File: config.mk
export PLATFORM = sky130hd
export DESIGN_NAME = bus_arbiter
export DESIGN_NICKNAME = d
export VERILOG_FILES = /design/src/rtl/gba_bus_pkg.sv /design/src/rtl/bus_arbiter.sv
export SDC_FILE = /design/constraint.sdc
export NUM_CORES = 1
export LEC_CHECK = 0
export CAP_MARGIN = 20
export CORE_AREA = 2 2 119 121
export DETAILED_ROUTE_END_ITERATION = 8
export DIE_AREA = 0 0 121 123
export PLACE_DENSITY = 0.5
export SLEW_MARGIN = 20
export SYNTH_ARGS = -nofsm -noshare
export SYNTH_HDL_FRONTEND = slang
export SYNTH_SLANG_ARGS = --single-unit
File: constraint.sdc
create_clock -name clock -period 1.75 [get_ports clock]
set_clock_uncertainty 0.05 [all_clocks]
set_input_delay 0.35 -clock clock [delete_from_list [all_inputs] [get_ports clock]]
set_output_delay 0.35 -clock clock [all_outputs]
set_load 0.05 [all_outputs]
File: src/rtl/gba_bus_pkg.sv
// Shared bus definitions for the CPU/DMA bus arbiter.
//   bus_size_t  : access size encoding carried on *_size ports (2'b11 reserved)
//   arb_state_t : arbiter state encoding, with ARB_IDLE / ARB_CPU / ARB_DMA
package gba_bus_pkg;

  typedef enum logic [1:0] {
    SIZE_BYTE = 2'b00,
    SIZE_HALF = 2'b01,
    SIZE_WORD = 2'b10
  } bus_size_t;

  typedef logic [1:0] arb_state_t;

  localparam arb_state_t ARB_IDLE = 2'd0;
  localparam arb_state_t ARB_CPU  = 2'd1;
  localparam arb_state_t ARB_DMA  = 2'd2;

endpackage

File: src/rtl/bus_arbiter.sv
// Two-master (CPU, DMA) single-beat bus arbiter in front of the memory system.
// DMA has strict priority and can hold the bus across a locked burst; the CPU
// gets a one-cycle turnaround after each of its beats.
//
// Optional feature: define ARB_FAIRNESS_EN to add a consecutive-DMA-beat
// counter that forces a CPU slot after MAX_DMA_BEATS back-to-back DMA beats.
//
// Ports:
//   clock, reset             system clock, synchronous active-high reset
//   cpu_req/addr/wdata/size/write   CPU request (held until cpu_done)
//   cpu_done, cpu_pause, cpu_rdata  CPU completion, stall, read data
//   dma_req/addr/wdata/size/write   DMA request (held until dma_done)
//   dma_done, dma_rdata             DMA completion, read data
//   dma_lock                 DMA keeps ownership across beats of a burst
//   bus_addr/wdata/size/write       request to memory system (0 when idle)
//   bus_rdata, bus_pause     memory read data and wait state
//
// state    | meaning
// ---------+------------------------------------------------------------
// ARB_IDLE | no owner, bus outputs parked at 0, arbitration this cycle
// ARB_CPU  | CPU owns the bus, beat completes on bus_pause=0
// ARB_DMA  | DMA owns the bus, beat completes on bus_pause=0
module bus_arbiter
  import gba_bus_pkg::*;
#(
  parameter int unsigned MAX_DMA_BEATS = 16
) (
  input  logic        clock,
  input  logic        reset,
  input  logic        cpu_req,
  input  logic [31:0] cpu_addr,
  input  logic [31:0] cpu_wdata,
  input  logic [1:0]  cpu_size,
  input  logic        cpu_write,
  output logic        cpu_done,
  output logic        cpu_pause,
  output logic [31:0] cpu_rdata,
  input  logic        dma_req,
  input  logic [31:0] dma_addr,
  input  logic [31:0] dma_wdata,
  input  logic [1:0]  dma_size,
  input  logic        dma_write,
  output logic        dma_done,
  output logic [31:0] dma_rdata,
  input  logic        dma_lock,
  output logic [31:0] bus_addr,
  output logic [31:0] bus_wdata,
  output logic [1:0]  bus_size,
  output logic        bus_write,
  input  logic [31:0] bus_rdata,
  input  logic        bus_pause
);

  if (MAX_DMA_BEATS < 1) begin : g_param_check
    $error("bus_arbiter: MAX_DMA_BEATS must be at least 1");
  end

  arb_state_t state_q, state_d;

  // fair_cpu_idle: forced CPU slot while arbitrating from idle
  // fair_cpu_dma : forced CPU slot straight after the DMA beat completing now
  logic fair_cpu_idle;
  logic fair_cpu_dma;

`ifdef ARB_FAIRNESS_EN
  localparam int unsigned CNT_W = $clog2(MAX_DMA_BEATS + 1);
  localparam logic [CNT_W-1:0] CNT_MAX = CNT_W'(MAX_DMA_BEATS);

  logic [CNT_W-1:0] count_q, count_d, count_inc;

  assign count_inc     = (count_q == CNT_MAX) ? count_q : count_q + CNT_W'(1);
  assign fair_cpu_idle = cpu_req && (count_q == CNT_MAX);
  assign fair_cpu_dma  = cpu_req && (count_inc == CNT_MAX);

  // A DMA->CPU handover keeps the count at max until the CPU beat clears it.
  always_comb begin
    count_d = count_q;
    if (cpu_done) begin
      count_d = '0;
    end else if (state_q == ARB_DMA && state_d == ARB_IDLE) begin
      count_d = '0;
    end else if (dma_done) begin
      count_d = count_inc;
    end
  end

  always_ff @(posedge clock) begin
    if (reset) begin
      count_q <= '0;
    end else begin
      count_q <= count_d;
    end
  end
`else
  assign fair_cpu_idle = 1'b0;
  assign fair_cpu_dma  = 1'b0;
`endif

  always_comb begin
    state_d   = state_q;
    bus_addr  = '0;
    bus_wdata = '0;
    bus_size  = '0;
    bus_write = 1'b0;
    cpu_done  = 1'b0;
    cpu_rdata = '0;
    dma_done  = 1'b0;
    dma_rdata = '0;

    case (state_q)
      ARB_IDLE: begin
        if (fair_cpu_idle) begin
          state_d = ARB_CPU;
        end else if (dma_req) begin
          state_d = ARB_DMA;
        end else if (cpu_req) begin
          state_d = ARB_CPU;
        end
      end

      ARB_CPU: begin
        bus_addr  = cpu_addr;
        bus_wdata = cpu_wdata;
        bus_size  = cpu_size;
        bus_write = cpu_write;
        if (!cpu_req) begin
          // Owner abandoned the beat: release without a done pulse.
          state_d = ARB_IDLE;
        end else if (!bus_pause) begin
          cpu_done  = 1'b1;
          cpu_rdata = bus_rdata;
          state_d   = ARB_IDLE;
        end
      end

      ARB_DMA: begin
        bus_addr  = dma_addr;
        bus_wdata = dma_wdata;
        bus_size  = dma_size;
        bus_write = dma_write;
        if (!dma_req) begin
          state_d = ARB_IDLE;
        end else if (!bus_pause) begin
          dma_done  = 1'b1;
          dma_rdata = bus_rdata;
          if (fair_cpu_dma) begin
            state_d = ARB_CPU;
          end else if (dma_lock) begin
            state_d = ARB_DMA;
          end else begin
            state_d = ARB_IDLE;
          end
        end
      end

      default: state_d = ARB_IDLE;
    endcase

    // Reset is synchronous, but the bus must already be quiet in the reset
    // cycle itself so an abandoned beat never reports completion.
    if (reset) begin
      bus_addr  = '0;
      bus_wdata = '0;
      bus_size  = '0;
      bus_write = 1'b0;
      cpu_done  = 1'b0;
      cpu_rdata = '0;
      dma_done  = 1'b0;
      dma_rdata = '0;
    end
  end

  assign cpu_pause = cpu_req & ~cpu_done;

  always_ff @(posedge clock) begin
    if (reset) begin
      state_q <= ARB_IDLE;
    end else begin
      state_q <= state_d;
    end
  end

endmodule
==> flow_metrics.env <==
export IMPL_final_setup_viol_count=134
export IMPL_synth_simple_area_share=0.472
export IMPL_synth_flop_cell="dfxtp_1"
export IMPL_finalMaxSlewViolations=0
export IMPL_pre_cts_slack_ns=-0.386
export IMPL_drc=0
export IMPL_max_freq_mhz=492
export IMPL_clk_pin_slew_ns=0.03
export IMPL_p_sw_frac=0.423
export IMPL_grt_pass1_vias=3507
export IMPL_hold_viol_final=0
export IMPL_p_int_uw=1370
export IMPL_switchingPower_uw=1010
export IMPL_cp_cell_sequence="buf_4 > ha_4 > nand2_4 > nor3_4 > buf_6 > clkbuf_16 > and2_4 > buf_12"
export IMPL_slew_headroom=0.799
export IMPL_grt_pass1_wl_mm=18.7
export IMPL_critical_path_class="flop to primary output"
export IMPL_clk_path_buf_depth=2
export IMPL_syn_inst=249
export IMPL_die_w_um=121
export IMPL_drt_initial_drc_count=71
export IMPL_wirelength_mm=13.1
export IMPL_pwr_share_clk=0.144
export IMPL_initial_utilization=0.115
export IMPL_worst_slack_ns=-0.281
export IMPL_synth_edff_count=0
export IMPL_fin_crit_ns=2.03
export IMPL_ys_seq_area_frac=0.0256
export IMPL_ant_nets=0
export IMPL_peakVddDrop_v=0.000199
export IMPL_fin_util=0.547
export IMPL_syn_nets=425
export IMPL_p_comb_frac=0.831
export IMPL_yosysWarningCount=0
export IMPL_grt_max_degree=44
export IMPL_std_cell_rows=43
export IMPL_synth_fa_ha_area_frac=0.0319
export IMPL_drv_cap=0
export IMPL_io_buffers=305
export IMPL_fin_crit_sh=1.16
export IMPL_core_area_um2=13600
export IMPL_cts_hold_buf=0
export IMPL_min_path_type="flop to flop"
export IMPL_antenna_found_initial=0
export IMPL_syn_area_per_cell_um2=6.29
export IMPL_htree_levels=1
export IMPL_seqPwrFrac=0.024
export IMPL_arrival_ns=1.63
export IMPL_areaGrowthSynthToFinish_pct=375
export IMPL_holdWs_ns=0.598
export IMPL_crit_path_end_kind="primary output"
export IMPL_largest_register_ffs=2
export IMPL_die_area_um2=14900
export IMPL_clk_latency_ns=0.22
export IMPL_crit_slowest_cell="dfxtp_2"
export IMPL_synth_async_reset_ratio=0
export IMPL_worstPathMaxFanout=4
export IMPL_worstPathRequired_ns=1.35
export IMPL_nets=759
export IMPL_yosys_register_bits=2
export IMPL_synth_area_mux_share=0.00639
export IMPL_status="finished with violations"
export IMPL_finalSetupTns_ns=-31.15
export IMPL_drive_gt1_frac=0.656
export IMPL_ys_types=24
export IMPL_p_per_area_nw_per_um2=319
export IMPL_regMostFlops="state_q"
export IMPL_largestRegisters="state_q (2)"
export IMPL_gp_congestion=0.780
export IMPL_avgViaCountPerCell=4.27
export IMPL_n_fill_cell=1147
export IMPL_cts_tree="built"
export IMPL_num_io_pins=306
export IMPL_cts_sinks=2
export IMPL_cpPeakStageDelay_ns=0.32
export IMPL_tightest_slew_ns=0.301
export IMPL_synth_top_family_by_area="simple AND/OR/NAND/NOR gates"
export IMPL_synth_compound_area_frac=0.345
export IMPL_synth_xor_area_frac=0
export IMPL_clockRootBuffer="clkbuf_16"
export IMPL_numCtsBuffers=3
export IMPL_wl_per_cell_um=17.2
export IMPL_grt_usage=0.159
export IMPL_post_dp_hpwl_mm=10.2
export IMPL_power_leakage_uw=0.00266
export IMPL_gr_total_overflow=0
export IMPL_start_kind="flop"
export IMPL_syn_area_um2=1570
export IMPL_rsz0062_at_grt="true"
export IMPL_vias=3250
export IMPL_violations="setup timing"
export IMPL_drtPass1Iterations=4
export IMPL_antenna_cells=0
export IMPL_die_h_um=123
[area by class of cell]
type                       instances  area [um2]  share of cell area
inverter                           2        10.0             0.00134
multi-input combinational        217        2270               0.304
timing repair buffer             357        4820               0.648
sequential                         2        45.0             0.00605
tap                              180         225              0.0303
clock buffer                       3        75.1              0.0101
[through the flow]
stage	total power [uW]	instances	area, um2
3_5_place_dp	1830	743	6710
3_3_place_gp	1810	743	6710
5_1_grt	2490	761	7440
6_report	2380	761	7440
4_1_cts	2330	756	7230
2_1_floorplan	947	249	2360
[synth_stat cells, types with 2 or more instances]
cell / instances / share of area
a22oi_1: 67 / 0.32
nor2_1: 67 / 0.16
and2_1: 64 / 0.26
buf_2: 12 / 0.038
buf_6: 7 / 0.050
clkbuf_1: 5 / 0.012
ha_1: 4 / 0.032
clkbuf_2: 2 / 0.0064
dfxtp_1: 2 / 0.026
inv_1: 2 / 0.0048
nand2_1: 2 / 0.0048
nand2b_1: 2 / 0.0080
nor3_4: 2 / 0.021
[power groups by stage]
stage          logic (uW)  registers [uW]  clock network [uW]
6_report             1970            58.2                 343
5_1_grt              2080            59.2                 357
4_1_cts              1920            57.9                 351
3_5_place_dp         1770            56.7                   0
3_3_place_gp         1760            56.7                   0
2_1_floorplan         891            55.9                   0
[cell families (layout without fill, tap and decap cells)]
kind of cell    count (synthesis)  after routing
compound gates                 71             71
fa+ha+maj                       4              4
buf+inv                        30            362
flops                           2              2
mux                             1              1
simple gates                  141            141
[repair_timing]
action / in CTS / in global routing
endpoints found under the hold margin: 0 / 0
gates resized for setup: 88 / 26
pin swaps: 10 / 6
setup endpoints to repair: 134 / 134
buffers inserted: 5 / 0
gates cloned: 5 / 5
[worst max-delay path, delay by kind of cell, from the launching register on]
kind / cells / cell delay (ns)
buf+inv: 4 / 0.55
simple gates: 3 / 0.36
flops: 1 / 0.32
fa+ha+maj: 1 / 0.19
[placed cells by master (no fill, tap or decap), drive strengths merged]
cell type,n
nor2b,1
o2bb2ai,1
nand2,3
a21oi,1
nor3,2
dfxtp,2
a22o,1
nand2b,3
inv,2
buf,182
dlygate4sd2,4
a22oi,67
clkbuf,7
clkdlybuf4s50,167
mux2i,1
ha,4
nor2,67
or3b,1
and2,64
a221oi,1
[routing by layer]
layer,vias up,track usage,share of wire
met5,-,0,0
met4,0,0.0211,0.011
met3,14,0.0618,0.11
met2,195,0.306,0.53
met1,1496,0.168,0.34
li1,1545,-,-
[path summary, 6_finish.rpt]
check                           from                 endpoint  slack, ns  cells after the start
max          state_q[0]$_SDFFE_PP0P_             cpu_rdata[6]      -0.28                      8
min          state_q[1]$_SDFFE_PP0P_  state_q[1]$_SDFFE_PP0P_       0.60                      3
max reg2reg  state_q[0]$_SDFFE_PP0P_  state_q[0]$_SDFFE_PP0P_       0.21                      6
min reg2reg  state_q[1]$_SDFFE_PP0P_  state_q[1]$_SDFFE_PP0P_       0.60                      3
(Power assumes the default switching activity.)
